===== config.mk =====
export PLATFORM = sky130hd
export DESIGN_NAME = vlsu_txn_fragmenter
export DESIGN_NICKNAME = d
export VERILOG_FILES = /design/src/rtl/vlsu_frag_pkg.sv /design/src/rtl/vlsu_txn_fragmenter.sv
export SDC_FILE = /design/constraint.sdc
export NUM_CORES = 1
export LEC_CHECK = 0
export ABC_AREA = 0
export CORE_MARGIN = 3
export CORE_UTILIZATION = 48
export CTS_BUF_LIST = sky130_fd_sc_hd__clkbuf_8
export CTS_CLUSTER_DIAMETER = 50
export DETAILED_ROUTE_END_ITERATION = 10
export PLACE_DENSITY_LB_ADDON = 0.15
export REMOVE_ABC_BUFFERS = 1
export SYNTH_ARGS = -nofsm -noshare
export SYNTH_HDL_FRONTEND = slang
export SYNTH_SLANG_ARGS = --single-unit

===== constraint.sdc =====
create_clock -name clk_i -period 14.2 [get_ports clk_i]
set_input_delay 2.84 -clock clk_i [delete_from_list [all_inputs] [get_ports clk_i]]
set_output_delay 2.84 -clock clk_i [all_outputs]
set_load 0.01 [all_outputs]

===== src/rtl/vlsu_frag_pkg.sv =====
// Shared types and helpers for the VLSU transaction fragmenter:
// per-request/per-segment metadata, mode decoding and the segment-init math.
package vlsu_frag_pkg;

  localparam int unsigned MODE_INCR  = 0;
  localparam int unsigned MODE_STRD  = 1;
  localparam int unsigned MODE_ROW2D = 2;
  localparam int unsigned MODE_CLN2D = 3;

  // Wide enough for (nr_elem << 3) plus a sub-transaction offset at any sane VLEN.
  localparam int unsigned CNT_W = 24;
  typedef logic [CNT_W-1:0] cnt_t;

  typedef enum logic [1:0] {
    ST_IDLE  = 2'd0,
    ST_INIT  = 2'd1,
    ST_ISSUE = 2'd2
  } state_e;

  typedef struct packed {
    logic [3:0] mode;
    logic [1:0] sew;
    logic [7:0] nr_seg;
    logic [7:0] nr_grp;
    logic [7:0] rmn_seg;
    logic [7:0] rmn_grp;
  } meta_glb_t;

  typedef struct packed {
    cnt_t nbs;
    cnt_t off;
    cnt_t txn_num;
    cnt_t txn_cnt;
    cnt_t lt_n;
  } meta_seglv_t;

  function automatic logic isStrd(input logic [3:0] mode);
    return mode == (4'd1 << MODE_STRD);
  endfunction

  function automatic logic isRow2D(input logic [3:0] mode);
    return mode == (4'd1 << MODE_ROW2D);
  endfunction

  function automatic logic isCln2D(input logic [3:0] mode);
    return mode == (4'd1 << MODE_CLN2D);
  endfunction

  // Anything that is not a clean one-hot strd/row2D/cln2D falls back to incr.
  function automatic logic isIncr(input logic [3:0] mode);
    return !(isStrd(mode) || isRow2D(mode) || isCln2D(mode));
  endfunction

  function automatic logic isLastSeg(input meta_glb_t glb);
    return glb.rmn_seg == 8'd0;
  endfunction

  function automatic logic isLastGrp(input meta_glb_t glb);
    return glb.rmn_grp == 8'd0;
  endfunction

  function automatic logic isLastTxn(input meta_seglv_t seg);
    return seg.txn_cnt == seg.txn_num;
  endfunction

  function automatic logic isFinalTxn(input meta_glb_t glb, input meta_seglv_t seg);
    return isLastTxn(seg) && isLastSeg(glb) && isLastGrp(glb);
  endfunction

  function automatic meta_seglv_t seg_init(
    input logic [3:0] mode,
    input logic [1:0] sew,
    input cnt_t       nr_elem,
    input cnt_t       nr_lanes,
    input int         log_tn,
    input logic       last_grp,
    input cnt_t       off
  );
    meta_seglv_t seg;
    cnt_t tn;
    cnt_t mask;
    cnt_t elem_nbs;
    cnt_t tot;
    tn       = cnt_t'(1) << log_tn;
    mask     = tn - cnt_t'(1);
    elem_nbs = nr_elem << sew;
    if (isIncr(mode)) begin
      seg.nbs = elem_nbs;
    end else if (isStrd(mode)) begin
      seg.nbs = cnt_t'(1) << sew;
    end else if (isRow2D(mode)) begin
      seg.nbs = nr_lanes << sew;
    end else if (last_grp && ((elem_nbs & mask) != cnt_t'(0))) begin
      seg.nbs = elem_nbs & mask;
    end else begin
      seg.nbs = tn;
    end
    seg.off     = off;
    tot         = off + seg.nbs;
    // An empty segment still issues one (zero-length) transaction.
    seg.txn_num = (tot == cnt_t'(0)) ? cnt_t'(0) : ((tot - cnt_t'(1)) >> log_tn);
    seg.txn_cnt = cnt_t'(0);
    seg.lt_n    = ((tot & mask) == cnt_t'(0)) ? tn : (tot & mask);
    return seg;
  endfunction

endpackage


===== src/rtl/vlsu_txn_fragmenter.sv =====
// Splits incr/strided/2D vector memory requests into SLEN-wide aligned transactions.
// Optional VLSU_FRAG_STATS_EN adds a saturating handshake counter perf_txn_cnt_o.
module vlsu_txn_fragmenter
  import vlsu_frag_pkg::*;
#(
  parameter int ADDR_BITS = 32,
  parameter int SLEN      = 256,
  parameter int NR_LANES  = 4,
  parameter int VLEN      = 4096,
  localparam int TN        = SLEN / 4,
  localparam int LOG_TN    = $clog2(TN),
  localparam int NBS_W     = $clog2(TN) + 1,
  localparam int VLEN_BITS = $clog2(VLEN) + 1
) (
  input  logic                 clk_i,
  input  logic                 rst_ni,
  input  logic                 req_valid_i,
  output logic                 req_ready_o,
  input  logic [3:0]           req_mode_i,
  input  logic [ADDR_BITS-1:0] req_addr_i,
  input  logic [ADDR_BITS-1:0] req_stride_i,
  input  logic [1:0]           req_sew_i,
  input  logic [VLEN_BITS-1:0] req_nr_elem_i,
  input  logic [7:0]           req_nr_seg_i,
  input  logic [7:0]           req_nr_grp_i,
  output logic                 txn_valid_o,
  input  logic                 txn_ready_i,
  output logic [ADDR_BITS-1:0] txn_addr_o,
  output logic [NBS_W-1:0]     txn_nbs_o,
  output logic                 txn_last_o,
  output logic                 txn_final_o,
  output logic                 busy_o
`ifdef VLSU_FRAG_STATS_EN
  ,
  output logic [31:0]          perf_txn_cnt_o
`endif
);

  localparam logic [ADDR_BITS-1:0] TN_MASK = ADDR_BITS'(TN - 1);

  state_e                 state_q, state_d;
  meta_glb_t              glb_q, glb_d;
  meta_seglv_t            seg_q, seg_d;
  logic [ADDR_BITS-1:0]   base_q, base_d;
  logic [ADDR_BITS-1:0]   stride_q, stride_d;
  logic [VLEN_BITS-1:0]   nr_elem_q, nr_elem_d;
  logic                   valid_q, valid_d;
  logic [ADDR_BITS-1:0]   addr_q, addr_d;
  logic [NBS_W-1:0]       nbs_q, nbs_d;
  logic                   last_q, last_d;
  logic                   final_q, final_d;
  logic                   txn_hs;

  assign txn_hs      = valid_q && txn_ready_i;
  assign req_ready_o = (state_q == ST_IDLE);
  assign busy_o      = (state_q != ST_IDLE);
  assign txn_valid_o = valid_q;
  assign txn_addr_o  = addr_q;
  assign txn_nbs_o   = nbs_q;
  assign txn_last_o  = last_q;
  assign txn_final_o = final_q;

  always_comb begin
    state_d   = state_q;
    glb_d     = glb_q;
    seg_d     = seg_q;
    base_d    = base_q;
    stride_d  = stride_q;
    nr_elem_d = nr_elem_q;
    case (state_q)
      ST_IDLE: begin
        if (req_valid_i) begin
          glb_d.mode    = req_mode_i;
          glb_d.sew     = req_sew_i;
          glb_d.nr_seg  = req_nr_seg_i;
          glb_d.nr_grp  = req_nr_grp_i;
          glb_d.rmn_seg = req_nr_seg_i;
          glb_d.rmn_grp = req_nr_grp_i;
          base_d        = req_addr_i;
          stride_d      = req_stride_i;
          nr_elem_d     = req_nr_elem_i;
          state_d       = ST_INIT;
        end else begin
          state_d = ST_IDLE;
        end
      end
      ST_INIT: begin
        seg_d   = seg_init(glb_q.mode, glb_q.sew, cnt_t'(nr_elem_q), cnt_t'(NR_LANES),
                           LOG_TN, isLastGrp(glb_q), cnt_t'(base_q[LOG_TN-1:0]));
        state_d = ST_ISSUE;
      end
      ST_ISSUE: begin
        if (txn_hs) begin
          if (isFinalTxn(glb_q, seg_q)) begin
            base_d  = base_q + stride_q;
            state_d = ST_IDLE;
          end else if (isLastTxn(seg_q)) begin
            base_d = base_q + stride_q;
            if (!isLastSeg(glb_q)) begin
              glb_d.rmn_seg = glb_q.rmn_seg - 8'd1;
            end else begin
              glb_d.rmn_grp = glb_q.rmn_grp - 8'd1;
              glb_d.rmn_seg = glb_q.nr_seg;
            end
            state_d = ST_INIT;
          end else begin
            seg_d.txn_cnt = seg_q.txn_cnt + cnt_t'(1);
          end
        end else begin
          state_d = ST_ISSUE;
        end
      end
      default: state_d = ST_IDLE;
    endcase
  end

  // Output fields are precomputed from next-state so the txn port is fully registered.
  always_comb begin
    valid_d = (state_d == ST_ISSUE);
    if (seg_d.txn_cnt == cnt_t'(0)) begin
      addr_d = base_d;
    end else begin
      addr_d = (base_d & ~TN_MASK) + ADDR_BITS'(seg_d.txn_cnt << LOG_TN);
    end
    if (seg_d.txn_num == cnt_t'(0)) begin
      nbs_d = NBS_W'(seg_d.nbs);
    end else if (seg_d.txn_cnt == cnt_t'(0)) begin
      nbs_d = NBS_W'(cnt_t'(TN) - seg_d.off);
    end else if (isLastTxn(seg_d)) begin
      nbs_d = NBS_W'(seg_d.lt_n);
    end else begin
      nbs_d = NBS_W'(TN);
    end
    last_d  = isLastTxn(seg_d);
    final_d = isFinalTxn(glb_d, seg_d);
  end

  always_ff @(posedge clk_i) begin
    if (!rst_ni) begin
      state_q   <= ST_IDLE;
      glb_q     <= '0;
      seg_q     <= '0;
      base_q    <= '0;
      stride_q  <= '0;
      nr_elem_q <= '0;
      valid_q   <= 1'b0;
      addr_q    <= '0;
      nbs_q     <= '0;
      last_q    <= 1'b0;
      final_q   <= 1'b0;
    end else begin
      state_q   <= state_d;
      glb_q     <= glb_d;
      seg_q     <= seg_d;
      base_q    <= base_d;
      stride_q  <= stride_d;
      nr_elem_q <= nr_elem_d;
      valid_q   <= valid_d;
      addr_q    <= addr_d;
      nbs_q     <= nbs_d;
      last_q    <= last_d;
      final_q   <= final_d;
    end
  end

`ifdef VLSU_FRAG_STATS_EN
  logic [31:0] perf_cnt_q;
  assign perf_txn_cnt_o = perf_cnt_q;

  always_ff @(posedge clk_i) begin
    if (!rst_ni) begin
      perf_cnt_q <= 32'd0;
    end else if (txn_hs && (perf_cnt_q != 32'hFFFF_FFFF)) begin
      perf_cnt_q <= perf_cnt_q + 32'd1;
    end else begin
      perf_cnt_q <= perf_cnt_q;
    end
  end
`endif

endmodule


==> results_dict.tcl <==
set metrics [dict create \
    yosysTopAreaCell "sky130_fd_sc_hd__dfxtp_1" \
    die_height_um 184 \
    maximum_number_of_pins_on_one_net_before_global_route_repair 96 \
    power.density_cell_area_nw_per_um2 109 \
    detailedRoute.firstIterationViolations 1175 \
    post-dp-hpwl_um 33700 \
    p_sw_mw 0.645 \
    final_core_util 0.578 \
    crit_slowest_cell "sky130_fd_sc_hd__nand4_1" \
    report.final.setup_viol 0 \
    p_sw_frac 0.332 \
    cts.path.max_buffers 3 \
    gp_congestion 0.923 \
    cts_sink_cnt 220 \
    syn_inst 1970 \
    finish.cell_count_without_fillers 2496 \
    synth-async-reset-ratio 0 \
    avgViaCountPerCell 5.97 \
    drt-pass1-iter-count 5 \
    crit_fanout 13 \
    route.detailed.drc 0 \
    syn_to_final_growth_pct 17.3 \
    grt_pass1_wl_um 75000 \
    p_int_mw 1.30 \
    seqPwrFrac 0.359 \
    h-tree-depth 2 \
    fraction_of_the_cycle_the_final_worst_path_needs 0.534 \
    fin_setup_tns_ns 0 \
    ys_dominant_reg_cell "sky130_fd_sc_hd__dfxtp_1" \
    power.static_leakage_nw 7.44 \
    timing.critical_path.slowest_cell_delay_ns 0.65 \
    drv_cap 0 \
    critPathLaunchType "flop" \
    post_synth_main_area_contributors "sky130_fd_sc_hd__dfxtp_1 (29%), sky130_fd_sc_hd__nand2_1 (6.6%), sky130_fd_sc_hd__a21oi_1 (6.3%)" \
    synth.cells.most_frequent "sky130_fd_sc_hd__nand2_1 (269), sky130_fd_sc_hd__dfxtp_1 (220), sky130_fd_sc_hd__a21oi_1 (193), sky130_fd_sc_hd__nor2_1 (189), sky130_fd_sc_hd__clkbuf_1 (88)" \
    combPwrFrac 0.266 \
    place_area_um2 16900 \
    endpoint_kind "flop" \
    period_minus_slack_ns 7.59 \
    route.antenna.remaining_nets 0 \
    synth.top_cell.area_share 0.289 \
    setup_skew_after_layout_ns 0.0282 \
    outcome "finished, final reports clean" \
    wl_final_um 47200 \
    dieWidth_um 184 \
    core_area_um2 30900 \
    yosys_warnings 0 \
    drive_above_1_share 0.0729 \
    place_worst_setup_slack_ns 6.28 \
    clock_insertion_delay_worst_skew_ns 0.59 \
    totalPowerFinal_mw 1.94 \
    via_count 14906 \
    die_area_um2 33900 \
    final_net_count 2245 \
    worst_hold_check_slack_ns 0.454 \
    worstPathArrival_ns 8.00 \
    path_cells "nor4_2 -> nand3_1 -> or2_2 -> a21oi_1 -> o21ai_0 -> a211oi_1 -> ha_1 -> inv_1 -> fa_1 -> nand2b_1 -> a211oi_1 -> o211ai_1 -> or2_1 -> or4_1 -> a221o_1 -> nor2_4 -> nand3_2 -> a211o_1 -> a2111oi_1 -> nand4_1 -> a211oi_1 -> a211oi_2" \
    cts.repair.resized 0 \
    timing.max_slew.rel_slack 0.244 \
    timing_max_transition_violations_final 0 \
    fillers 2894 \
    postSynthAreaPerCell_um2 7.73 \
    ys_ff_latch 220 \
    peakVddDrop_uv 65.8 \
    max_freq_ghz 0.132 \
    drt-wirelength-per-cell_um 18.9 \
    cts_root_buf "sky130_fd_sc_hd__clkbuf_8" \
    ys_types 93 \
    synth_enable_flop_cells 0 \
    final.setup.worst_slack_ns 6.61 \
    criticalPathCategory "flop to flop" \
    floorplan.rows 64 \
    initial_utilization 0.492 \
    cts_made_buffers 41 \
    syn_area_um2 15200 \
    timing.final.hold_violations 0 \
    via_count_of_the_first_global_routing_pass 14175 \
    yosys.cell_count.top_type "sky130_fd_sc_hd__nand2_1" \
    number_of_buffers_inserted_by_port_buffering 146 \
    initial_antenna_violation_count 2 \
    postCtsSetupRepairBufs 0 \
    worst_path_clk_slew_ns 0.06 \
    cts_hold_buf 0 \
    cp_common_cell "sky130_fd_sc_hd__a211oi_1" \
    grt.overflow.total 0 \
    place.detailed.instances 2420 \
    global_route.usage.total 0.272 \
    ios 147 \
    min-delay-path-class "flop to flop" \
    power_frac_clock 0.375 \
    synth-seq-area-share 0.289 \
    cts_tree "yes" \
    unrepaired_setup_endpoints_after_global_routing "false" \
    tightestPinTransition_ns 1.10 \
    final_design_area_no_fill_um2 17900 \
    critical_path_required_ns 14.61 \
]
-- critical path, delay by kind of cell, from the launching register on --
kind                     cells  cell delay, ns
AND/OR/NAND/NOR              9            3.36
AO/OA/AOI/OAI               10            2.98
adder cells (fa/ha/maj)      2            0.65
flip-flops                   1            0.36
buffers and inverters        1            0.06
-- metal layers --
metal | global-route usage | share of wire | vias to the layer above
met5 | 0 | 0 | -
met4 | 0.0968 | 0.033 | 0
met3 | 0.0427 | 0.065 | 105
met2 | 0.436 | 0.45 | 500
met1 | 0.373 | 0.46 | 7000
li1 | - | - | 7301
-- flip-flops by register name, indices dropped and copies added, names as in the netlist, 2 cells and up --
name        flops
txn_nbs_o       7
txn_addr_o     32
stride_q       32
seg_q          69
state_q         2
base_q         32
glb_q          30
nr_elem_q      13
-- worst paths after layout --
check / slack [ns] / startpoint / end / depth (start not counted)
setup / recovery: 6.61 / glb_q[3] / txn_nbs_o[5] / 22
hold / removal: 0.45 / glb_q[25] / glb_q[25] / 2
setup reg to reg: 6.61 / glb_q[3] / txn_nbs_o[5] / 22
hold reg to reg: 0.45 / glb_q[25] / glb_q[25] / 2
-- logic make-up (layout without fill, tap and decap cells) --
kind of cell	count (synthesis)	in the layout	share of synthesized area
other	0	1	0
flip-flops	220	220	0.289
adder cells (fa/ha/maj)	75	75	0.0631
XOR/XNOR	124	124	0.0723
buffers and inverters	160	289	0.0421
AO/OA/AOI/OAI	515	515	0.220
AND/OR/NAND/NOR	775	775	0.244
multiplexers	101	101	0.0686
-- final cells by class --
type	count	area (um2)	area share
repair buffers	167	1610	0.0904
diodes	1	2.50	0.000140
flip-flops and latches	220	4400	0.247
clock buffers	49	674	0.0378
clock inverters	26	297	0.0166
multi-input cells	1590	10200	0.571
inverters	47	179	0.0100
well taps	396	495	0.0278
-- power by group through the flow --
stage | registers (mW) | clock network, mW | logic, mW
2_1_floorplan | 0.708 | 0 | 0.328
3_5_place_dp | 0.710 | 0 | 0.510
3_3_place_gp | 0.710 | 0 | 0.505
4_1_cts | 0.697 | 0.741 | 0.513
5_1_grt | 0.702 | 0.769 | 0.569
6_report | 0.698 | 0.727 | 0.516
-- cells in the final DEF, fill, tap and decap left out, drive strengths merged, types with 15 or more instances in the layout --
cell	n
a211oi	22
a21o	31
a21oi	193
a31oi	22
and2	41
and3	25
buf	22
clkbuf	49
clkdlybuf4s50	145
dfxtp	220
ha	72
inv	54
mux2i	88
nand2	270
nand3	49
nand4	28
nor2	190
nor2b	26
nor3	43
nor4	29
o211ai	15
o21ai	86
or2	15
xnor2	54
xor2	69
Note: power is estimated with default switching activity, not from simulation.
